[src/rtl/uart_bridge_pkg.sv]
// uart_bridge_pkg: shared types and constants for the UART AXI bridge.
//   uart_state_e     : bridge transaction FSM states
//   UART_DATA_OFF    : addr[3:2] of the DATA register (byte offset 0x8)
//   UART_STAT_OFF    : addr[3:2] of the STATUS register (byte offset 0xC)
//   RESP_OKAY/SLVERR : AXI response codes
//   reg_resp()       : AXI response for an addr[3:2] register selector
package uart_bridge_pkg;

  typedef enum logic [2:0] {
    IDLE   = 3'd0,
    R_RESP = 3'd1,
    W_DATA = 3'd2,
    W_TX   = 3'd3,
    B_RESP = 3'd4
  } uart_state_e;

  localparam logic [1:0] UART_DATA_OFF = 2'b10;
  localparam logic [1:0] UART_STAT_OFF = 2'b11;

  localparam logic [1:0] RESP_OKAY   = 2'b00;
  localparam logic [1:0] RESP_SLVERR = 2'b10;

  function automatic logic [1:0] reg_resp(input logic [1:0] off);
    return ((off == UART_DATA_OFF) || (off == UART_STAT_OFF)) ? RESP_OKAY : RESP_SLVERR;
  endfunction

endpackage

[src/rtl/uart_rx_fifo.sv]
// uart_rx_fifo: synchronous receive-byte FIFO with asynchronous active-high reset.
//   clk_i, rst_i : clock, async active-high reset
//   push_i       : write data_i (honoured when not full, or when a pop happens
//                  in the same cycle, so a full FIFO can swap one entry)
//   pop_i        : drop the head entry (ignored when empty)
//   data_i       : byte to push
//   head_o       : oldest entry, valid while empty_o is low
//   full_o       : no room for a push without a simultaneous pop
//   empty_o      : no entries held
// DEPTH must be a power of two; DEPTH == 1 builds a single holding register.
module uart_rx_fifo #(
  parameter int DEPTH = 16,
  parameter int W     = 8
) (
  input  logic         clk_i,
  input  logic         rst_i,
  input  logic         push_i,
  input  logic         pop_i,
  input  logic [W-1:0] data_i,
  output logic [W-1:0] head_o,
  output logic         full_o,
  output logic         empty_o
);

  logic do_push;
  logic do_pop;

  assign do_pop  = pop_i && !empty_o;
  assign do_push = push_i && (!full_o || do_pop);

  if (DEPTH == 1) begin : g_hold
    logic [W-1:0] data_q;
    logic         valid_q;

    always_ff @(posedge clk_i or posedge rst_i) begin
      if (rst_i) begin
        data_q  <= '0;
        valid_q <= 1'b0;
      end else if (do_push) begin
        // A push with a simultaneous pop replaces the entry in place.
        data_q  <= data_i;
        valid_q <= 1'b1;
      end else if (do_pop) begin
        valid_q <= 1'b0;
      end
    end

    assign head_o  = data_q;
    assign full_o  = valid_q;
    assign empty_o = !valid_q;
  end else begin : g_ring
    localparam int AW = $clog2(DEPTH);
    localparam logic [AW:0] FULL_CNT = (AW + 1)'(DEPTH);

    logic [W-1:0]  mem_q [DEPTH];
    logic [AW-1:0] wr_ptr_q;
    logic [AW-1:0] rd_ptr_q;
    logic [AW:0]   cnt_q;

    // Storage needs no reset; the count alone decides what is valid.
    always_ff @(posedge clk_i) begin
      if (do_push) begin
        mem_q[wr_ptr_q] <= data_i;
      end
    end

    // Pointers are AW bits wide so they wrap modulo DEPTH on their own.
    always_ff @(posedge clk_i or posedge rst_i) begin
      if (rst_i) begin
        wr_ptr_q <= '0;
        rd_ptr_q <= '0;
        cnt_q    <= '0;
      end else begin
        if (do_push) begin
          wr_ptr_q <= wr_ptr_q + 1'b1;
        end
        if (do_pop) begin
          rd_ptr_q <= rd_ptr_q + 1'b1;
        end
        if (do_push && !do_pop) begin
          cnt_q <= cnt_q + 1'b1;
        end else if (do_pop && !do_push) begin
          cnt_q <= cnt_q - 1'b1;
        end
      end
    end

    assign head_o  = mem_q[rd_ptr_q];
    assign full_o  = (cnt_q == FULL_CNT);
    assign empty_o = (cnt_q == '0);
  end

endmodule

[src/rtl/uart_axi_bridge.sv]
// uart_axi_bridge: AXI4 slave exposing a two-register UART (DATA at 0x8,
// STATUS at 0xC) over a byte transmitter / receiver pair, with buffered RX.
//   clk, rst               : system clock, async active-high reset
//   io_uart_ar_* / r_*     : AXI read address / read data channels (single beat)
//   io_uart_aw_* / w_* / b_*: AXI write address / data / response channels
//   tx_start, tx_data      : one-cycle transmit request and its byte
//   tx_busy                : transmitter busy
//   rx_ready, rx_data      : receiver holds a byte
//   rx_clear               : one-cycle pulse releasing the receiver's byte
//   dbg_state_o            : current FSM state, for observation
// Configuration macro UART_RX_FIFO_EN: when defined the RX buffer holds
// RX_FIFO_DEPTH bytes; otherwise a single-byte holding register is used.
//
// Handshake rule for every AXI channel: a transfer happens on a rising edge
// where both valid and ready are high; valid is held with stable payload
// until that edge.
module uart_axi_bridge
  import uart_bridge_pkg::*;
#(
  parameter int RX_FIFO_DEPTH = 16
) (
  input  logic        clk,
  input  logic        rst,
  input  logic [7:0]  io_uart_ar_id,
  input  logic [31:0] io_uart_ar_addr,
  input  logic [7:0]  io_uart_ar_len,
  input  logic [2:0]  io_uart_ar_size,
  input  logic [1:0]  io_uart_ar_burst,
  input  logic        io_uart_ar_valid,
  output logic        io_uart_ar_ready,
  output logic [7:0]  io_uart_r_id,
  output logic [1:0]  io_uart_r_resp,
  output logic [31:0] io_uart_r_data,
  output logic        io_uart_r_last,
  output logic        io_uart_r_valid,
  input  logic        io_uart_r_ready,
  input  logic [7:0]  io_uart_aw_id,
  input  logic [31:0] io_uart_aw_addr,
  input  logic [7:0]  io_uart_aw_len,
  input  logic [2:0]  io_uart_aw_size,
  input  logic [1:0]  io_uart_aw_burst,
  input  logic        io_uart_aw_valid,
  output logic        io_uart_aw_ready,
  input  logic [31:0] io_uart_w_data,
  input  logic [3:0]  io_uart_w_strb,
  input  logic        io_uart_w_last,
  input  logic        io_uart_w_valid,
  output logic        io_uart_w_ready,
  output logic [7:0]  io_uart_b_id,
  output logic [1:0]  io_uart_b_resp,
  output logic        io_uart_b_valid,
  input  logic        io_uart_b_ready,
  output logic        tx_start,
  output logic [7:0]  tx_data,
  input  logic        tx_busy,
  input  logic        rx_ready,
  input  logic [7:0]  rx_data,
  output logic        rx_clear,
  output logic [2:0]  dbg_state_o
);

`ifdef UART_RX_FIFO_EN
  localparam int FIFO_DEPTH = RX_FIFO_DEPTH;
`else
  localparam int FIFO_DEPTH = 1;
`endif

  uart_state_e state_q, state_d;
  logic [7:0]  r_id_q, r_id_d;
  logic [1:0]  r_resp_q, r_resp_d;
  logic [31:0] r_data_q, r_data_d;
  logic [7:0]  b_id_q, b_id_d;
  logic [1:0]  b_resp_q, b_resp_d;
  logic [1:0]  wsel_q, wsel_d;
  logic [7:0]  tx_data_q, tx_data_d;

  logic       rx_pop;
  logic       rx_push;
  logic       rx_full;
  logic       rx_empty;
  logic [7:0] rx_head;
  logic       tx_idle;

  // Burst/size fields and the unused address bits are accepted but ignored.
  logic unused_ok;
  assign unused_ok = ^{io_uart_ar_addr[31:4], io_uart_ar_addr[1:0], io_uart_ar_len,
                       io_uart_ar_size, io_uart_ar_burst, io_uart_aw_addr[31:4],
                       io_uart_aw_addr[1:0], io_uart_aw_len, io_uart_aw_size,
                       io_uart_aw_burst, io_uart_w_data[31:8], io_uart_w_strb[3:1],
                       io_uart_w_last};

  assign tx_idle = !tx_busy && (state_q != W_TX);

  // The receiver is released in the same cycle its byte is buffered. A full
  // buffer still accepts when a DATA read frees the head in that cycle.
  // Held off during reset so no byte is released into a buffer being cleared.
  assign rx_push  = rx_ready && !rst && (!rx_full || rx_pop);
  assign rx_clear = rx_push;

  uart_rx_fifo #(
    .DEPTH (FIFO_DEPTH),
    .W     (8)
  ) u_rx_fifo (
    .clk_i   (clk),
    .rst_i   (rst),
    .push_i  (rx_push),
    .pop_i   (rx_pop),
    .data_i  (rx_data),
    .head_o  (rx_head),
    .full_o  (rx_full),
    .empty_o (rx_empty)
  );

  always_ff @(posedge clk or posedge rst) begin
    if (rst) begin
      state_q   <= IDLE;
      r_id_q    <= '0;
      r_resp_q  <= '0;
      r_data_q  <= '0;
      b_id_q    <= '0;
      b_resp_q  <= '0;
      wsel_q    <= '0;
      tx_data_q <= '0;
    end else begin
      state_q   <= state_d;
      r_id_q    <= r_id_d;
      r_resp_q  <= r_resp_d;
      r_data_q  <= r_data_d;
      b_id_q    <= b_id_d;
      b_resp_q  <= b_resp_d;
      wsel_q    <= wsel_d;
      tx_data_q <= tx_data_d;
    end
  end

  always_comb begin
    state_d   = state_q;
    r_id_d    = r_id_q;
    r_resp_d  = r_resp_q;
    r_data_d  = r_data_q;
    b_id_d    = b_id_q;
    b_resp_d  = b_resp_q;
    wsel_d    = wsel_q;
    tx_data_d = tx_data_q;
    rx_pop    = 1'b0;
    tx_start  = 1'b0;

    unique case (state_q)
      IDLE: begin
        // Reads win over writes; the read response is fully captured here so
        // r_data stays stable for the whole R_RESP phase.
        if (io_uart_ar_valid) begin
          state_d  = R_RESP;
          r_id_d   = io_uart_ar_id;
          r_resp_d = reg_resp(io_uart_ar_addr[3:2]);
          r_data_d = '0;
          if (io_uart_ar_addr[3:2] == UART_DATA_OFF) begin
            if (!rx_empty) begin
              r_data_d = {24'b0, rx_head};
              rx_pop   = 1'b1;
            end
          end else if (io_uart_ar_addr[3:2] == UART_STAT_OFF) begin
            r_data_d = {30'b0, !rx_empty, tx_idle};
          end
        end else if (io_uart_aw_valid) begin
          state_d  = W_DATA;
          b_id_d   = io_uart_aw_id;
          b_resp_d = reg_resp(io_uart_aw_addr[3:2]);
          wsel_d   = io_uart_aw_addr[3:2];
        end
      end
      R_RESP: begin
        if (io_uart_r_ready) begin
          state_d = IDLE;
        end
      end
      W_DATA: begin
        if (io_uart_w_valid) begin
          if ((wsel_q == UART_DATA_OFF) && io_uart_w_strb[0]) begin
            state_d   = W_TX;
            tx_data_d = io_uart_w_data[7:0];
          end else begin
            state_d = B_RESP;
          end
        end
      end
      W_TX: begin
        if (!tx_busy) begin
          tx_start = 1'b1;
          state_d  = B_RESP;
        end
      end
      B_RESP: begin
        if (io_uart_b_ready) begin
          state_d = IDLE;
        end
      end
      default: state_d = IDLE;
    endcase
  end

  assign io_uart_ar_ready = (state_q == IDLE);
  assign io_uart_aw_ready = (state_q == IDLE) && !io_uart_ar_valid;
  assign io_uart_w_ready  = (state_q == W_DATA);
  assign io_uart_r_valid  = (state_q == R_RESP);
  assign io_uart_r_id     = r_id_q;
  assign io_uart_r_resp   = r_resp_q;
  assign io_uart_r_data   = r_data_q;
  assign io_uart_r_last   = 1'b1;
  assign io_uart_b_valid  = (state_q == B_RESP);
  assign io_uart_b_id     = b_id_q;
  assign io_uart_b_resp   = b_resp_q;
  assign tx_data          = tx_data_q;
  assign dbg_state_o      = state_q;

endmodule

[config.mk]
export PLATFORM = sky130hd
export DESIGN_NAME = uart_axi_bridge
export DESIGN_NICKNAME = d
export VERILOG_FILES = /design/src/rtl/uart_bridge_pkg.sv /design/src/rtl/uart_rx_fifo.sv /design/src/rtl/uart_axi_bridge.sv
export SDC_FILE = /design/constraint.sdc
export NUM_CORES = 1
export LEC_CHECK = 0
export ABC_AREA = 1
export CORE_AREA = 2 2 89 91
export DETAILED_ROUTE_END_ITERATION = 10
export DIE_AREA = 0 0 91 93
export PLACE_DENSITY_LB_ADDON = 0.3
export SLEW_MARGIN = 10
export SYNTH_ARGS = -nofsm -noshare
export SYNTH_HDL_FRONTEND = slang
export SYNTH_SLANG_ARGS = --single-unit
[constraint.sdc]
create_clock -name clk -period 12.15 [get_ports clk]
set_input_delay 3.645 -clock clk [delete_from_list [all_inputs] [get_ports clk]]
set_output_delay 3.645 -clock clk [all_outputs]
set_load 0.01 [all_outputs]
-- Word-level counts from Yosys, hierarchy flattened
Cells that the tools add are included.
- equality and inequality tests: 15
- muxes and demuxes: 21
- bitwise logic cells: 1
- reductions and logical operators: 21
- operators with widths (operator ; number):
    two-way mux 32 bit ; 1
    two-way mux 3 bit ; 7
    case mux 3 bit (5 select lines) ; 1
    equality test 2 bit, second input constant ; 5
    two-way mux 1 bit ; 8
    two-way mux 8 bit ; 1
    logical AND 1 bit ; 7
    equality test 3 x 2 -> 1 bit, second input constant ; 2
    two-way mux 2 bit ; 3
    != test 3 x 2 -> 1 bit, second input constant ; 2
    AND reduction 3 bit ; 2
    AND reduction 5 bit ; 1
    zero test 1 bit ; 4
    logical OR 1 bit ; 4
    != test 2 x 1 -> 1 bit, second input constant ; 2
    != test 2 bit, second input constant ; 2
    equality test 3 x 1 -> 1 bit, second input constant ; 1
    equality test 3 bit, second input constant ; 1
    zero test 3 bit ; 1
    AND reduction 2 bit ; 1
    nonzero test 2 bit ; 1
    inverter 1 bit ; 1
- register bits after elaboration: 74
- input port bits: 160
- word-level logic and storage cells: 68

-- Longest topological paths before layout
- depth in word-level cells: 8
- mapped depth: 9
- gate-level depth less buffers: 8

-- By module
A second synthesis with hierarchy kept.
- cell total of the unflattened synthesis: 278
- area total of the unflattened synthesis: 2323.5 um^2
- by module, submodules not included (module ; times used ; cells each ; area an instance (um^2) ; sequential area each (um^2)):
    uart_axi_bridge ; 1 ; 238 ; 1953.1 ; 975.9
    uart_rx_fifo ; 1 ; 40 ; 370.4 ; 225.2

-- Worst setup path before layout
Ideal clock, no wire load.
- path type: input port to output port
- from: input port rst
- to: output port rx_clear
- arrival time: 5.245 ns
- required time: 8.505 ns
- setup slack: 3.260 ns
- stages on the path: 5
- buffers on the path: 0
- cell sequence: inv_1 -> nand2_1 -> clkinv_1 -> nand2_4 -> inv_1
- longest elaborated chain between the ends: 3
- ends and longest elaborated chain (what ; RTL line ; text):
    start, declared ; uart_axi_bridge.sv:23 ; input logic rst,
    zero test 1 bit (no line) ; - ;
    logical AND 1 bit (2 in series) ; uart_axi_bridge.sv:97 ; assign rx_push = rx_ready && !rst && (!rx_full || rx_pop);
    end, declared ; uart_axi_bridge.sv:58 ; output logic rx_clear,
No other way between the ends.

-- Final worst setup path
Ends and elaborated chain as after synthesis.

==> impl_metrics.tcl <==
set metrics [dict create \
    cts_root_buf "clkbuf_8" \
    synth_area_leader_cell "dfrtp_1" \
    yosys_warnings 0 \
    die_w_um 91 \
    drtAntennaViolNets 0 \
    fin_util_pct 43.4 \
    crit_required_ns 8.50 \
    ctsHtreeMaxLevel 2 \
    period_needed_ns 9.33 \
    p_leak_nw 1.63 \
    fmax_mhz 107 \
    layout.nets 524 \
    timing_worst_setup_path_type "primary input to output port" \
    track_usage_pct 13.9 \
    num_rows 32 \
    synth_area_leaders "dfrtp_1 52%, nand2_1 18%, buf_4 8.8%" \
    grt-ovfl-total 0 \
    critPathMaxFanout 49 \
    cts.sinks 48 \
    outcome "finished clean" \
    layout_common_cells "110 x nand2_1, 89 x clkdlybuf4s50_1, 48 x dfrtp_1, 27 x conb_1, 18 x inv_1" \
    grt_max_degree 50 \
    antenna_found_initial 0 \
    finClkSkew_ns 0.00338 \
    crit_arrival_ns 5.68 \
    place_congestion 0.821 \
    syn-cell-area_um2 2320 \
    ir_worst_vdd_v 0.0000825 \
    wl_mm 5.67 \
    syn_area_per_cell_um2 8.42 \
    route.detailed.drc 0 \
    drt-pass1-iter-count 4 \
    core_region_area_um2 7530 \
    synth_top_area_share_pct 51.9 \
    synth_cell_type_count 21 \
    yosysSeqAreaShare_pct 51.9 \
    dieArea_um2 8460 \
    slew_headroom_pct 59.5 \
    hold_viol_final 0 \
    cts_hold_buf 0 \
    power_density_nw_per_um2 217 \
    rrSetupSlack_ns 10.54 \
    antenna-diode-count 0 \
    detailedPlace.worstSlack_ns 2.77 \
    end_kind "output port" \
    hp-class "register to register" \
    clock_path_buffers 2 \
    clk_latency_ns 0.29 \
    fillers 790 \
    cts_buffers 5 \
    drv_cap 0 \
    setup.worst_path.start_class "primary input" \
    drv_slew 0 \
    vias 1895 \
    die_y_um 93 \
    ctsResizeCount 0 \
    vias_per_cell 4.06 \
    cts_setup_buffers 0 \
    grt_pass1_vias 1787 \
    syn_inst 275 \
    place_hpwl_mm 4.32 \
    p_total_mw 0.710 \
    tightest_slew_ns 0.608 \
    layout-drive-gt1-share_pct 6.03 \
    finalSetupViolations 0 \
    num_io_pins 231 \
    ys_seq_elements 48 \
    final_common_cell "nand2_1" \
    clk_pin_slew_worst_paths_ns 0.08 \
    grt_pass1_wl_mm 9.12 \
    port_buffers 89 \
    worst_slack_ns 2.82 \
    area.growth.synth_to_final_pct 41.1 \
    rsz0062_at_grt "no" \
    start_util_pct 30.8 \
    drt_iter0_markers 72 \
    cts_tree "built" \
    wire_per_inst_um 12.1 \
    finalSetupTns_ns 0 \
    finalCritPeriodShare_pct 76.8 \
]
==> metal layers <==
| metal | up-vias | routed length, µm | GRT usage [%] |
|---|---|---|---|
| li1 | 974 | - | - |
| met1 | 821 | 2570 | 18.6 |
| met2 | 95 | 2160 | 18.6 |
| met3 | 5 | 878 | 8.94 |
| met4 | 0 | 53 | 3.41 |
| met5 | - | 0 | 0 |
==> layout make-up <==
| cell class | instances | area, µm² | area share, % |
|---|---|---|---|
| timing repair buffer | 90 | 898 | 27.5 |
| inverter | 24 | 90.1 | 2.76 |
| multi-input combinational | 195 | 861 | 26.3 |
| clock buffer | 8 | 90.1 | 2.76 |
| tap | 102 | 128 | 3.91 |
| sequential | 48 | 1200 | 36.8 |
==> synth_stat cells <==
library cell  number
nand4_1            4
buf_2              2
o211ai_1           1
o21ai_4            1
conb_1             2
inv_1             19
nand2_2            2
buf_6              4
nor3_2             1
nand2_1          110
o21ai_1            3
nand2_4            2
dfrtp_1           48
clkinv_1           1
nor2_4             4
nor3_1             3
nand3_1           17
inv_2              4
o21ai_0           14
nor2_1             6
buf_4             27
==> registers in the layout, summed over array words and instances (netlist names) <==
signal / count
io_uart_b_resp: 1
io_uart_r_resp: 1
u_rx_fifo.full_o: 1
dbg_state_o: 3
io_uart_r_id: 8
tx_data: 8
io_uart_r_data: 8
io_uart_b_id: 8
u_rx_fifo.head_o: 8
wsel_q: 2
==> stage by stage <==
| stage | std cells | area, µm² | hold WS, ns |
|---|---|---|---|
| 3_5_place_dp | 459 | 3180 | 0.458 |
| 4_1_cts | 467 | 3270 | 0.480 |
| 2_1_floorplan | 300 | 2410 | 0.442 |
| 6_report | 467 | 3270 | 0.474 |
| 5_1_grt | 467 | 3270 | 0.492 |
| 3_3_place_gp | 459 | 3180 | 0.455 |
==> final timing paths <==
path / startpoint / endpoint / cells after the start
setup / recovery: rst / rx_clear / 8
hold / removal: io_uart_r_id[5] / io_uart_r_id[5] / 2
setup reg to reg: dbg_state_o[0] / dbg_state_o[0] / 7
hold reg to reg: io_uart_r_id[5] / io_uart_r_id[5] / 2
max in group asynchronous: rst / u_rx_fifo.full_o / 3
min in group asynchronous: rst / io_uart_r_id[0] / 3
==> cells by family after synthesis <==
group / after synthesis / share of synthesized area (%)
AND/OR/NAND/NOR: 149 / 28.1
other: 2 / 0.324
buffers and inverters: 57 / 15.0
flip-flops: 48 / 51.9
AO/OA/AOI/OAI: 19 / 4.70
==> worst max-delay path, cell delays in order <==
cell,delay (ns)
clkdlybuf4s50_1,0.41
inv_2,0.05
buf_4,0.49
nand2_1,0.14
clkinv_1,0.20
nand2_4,0.11
inv_1,0.08
clkdlybuf4s50_1,0.53
==> power breakdown <==
group	total (mW)	switching [mW]	internal, mW
Sequential	0.281	0.0485	0.232
Clock	0.0959	0.0494	0.0465
Combinational	0.333	0.167	0.167
Note: power is estimated with default switching activity, not from simulation.
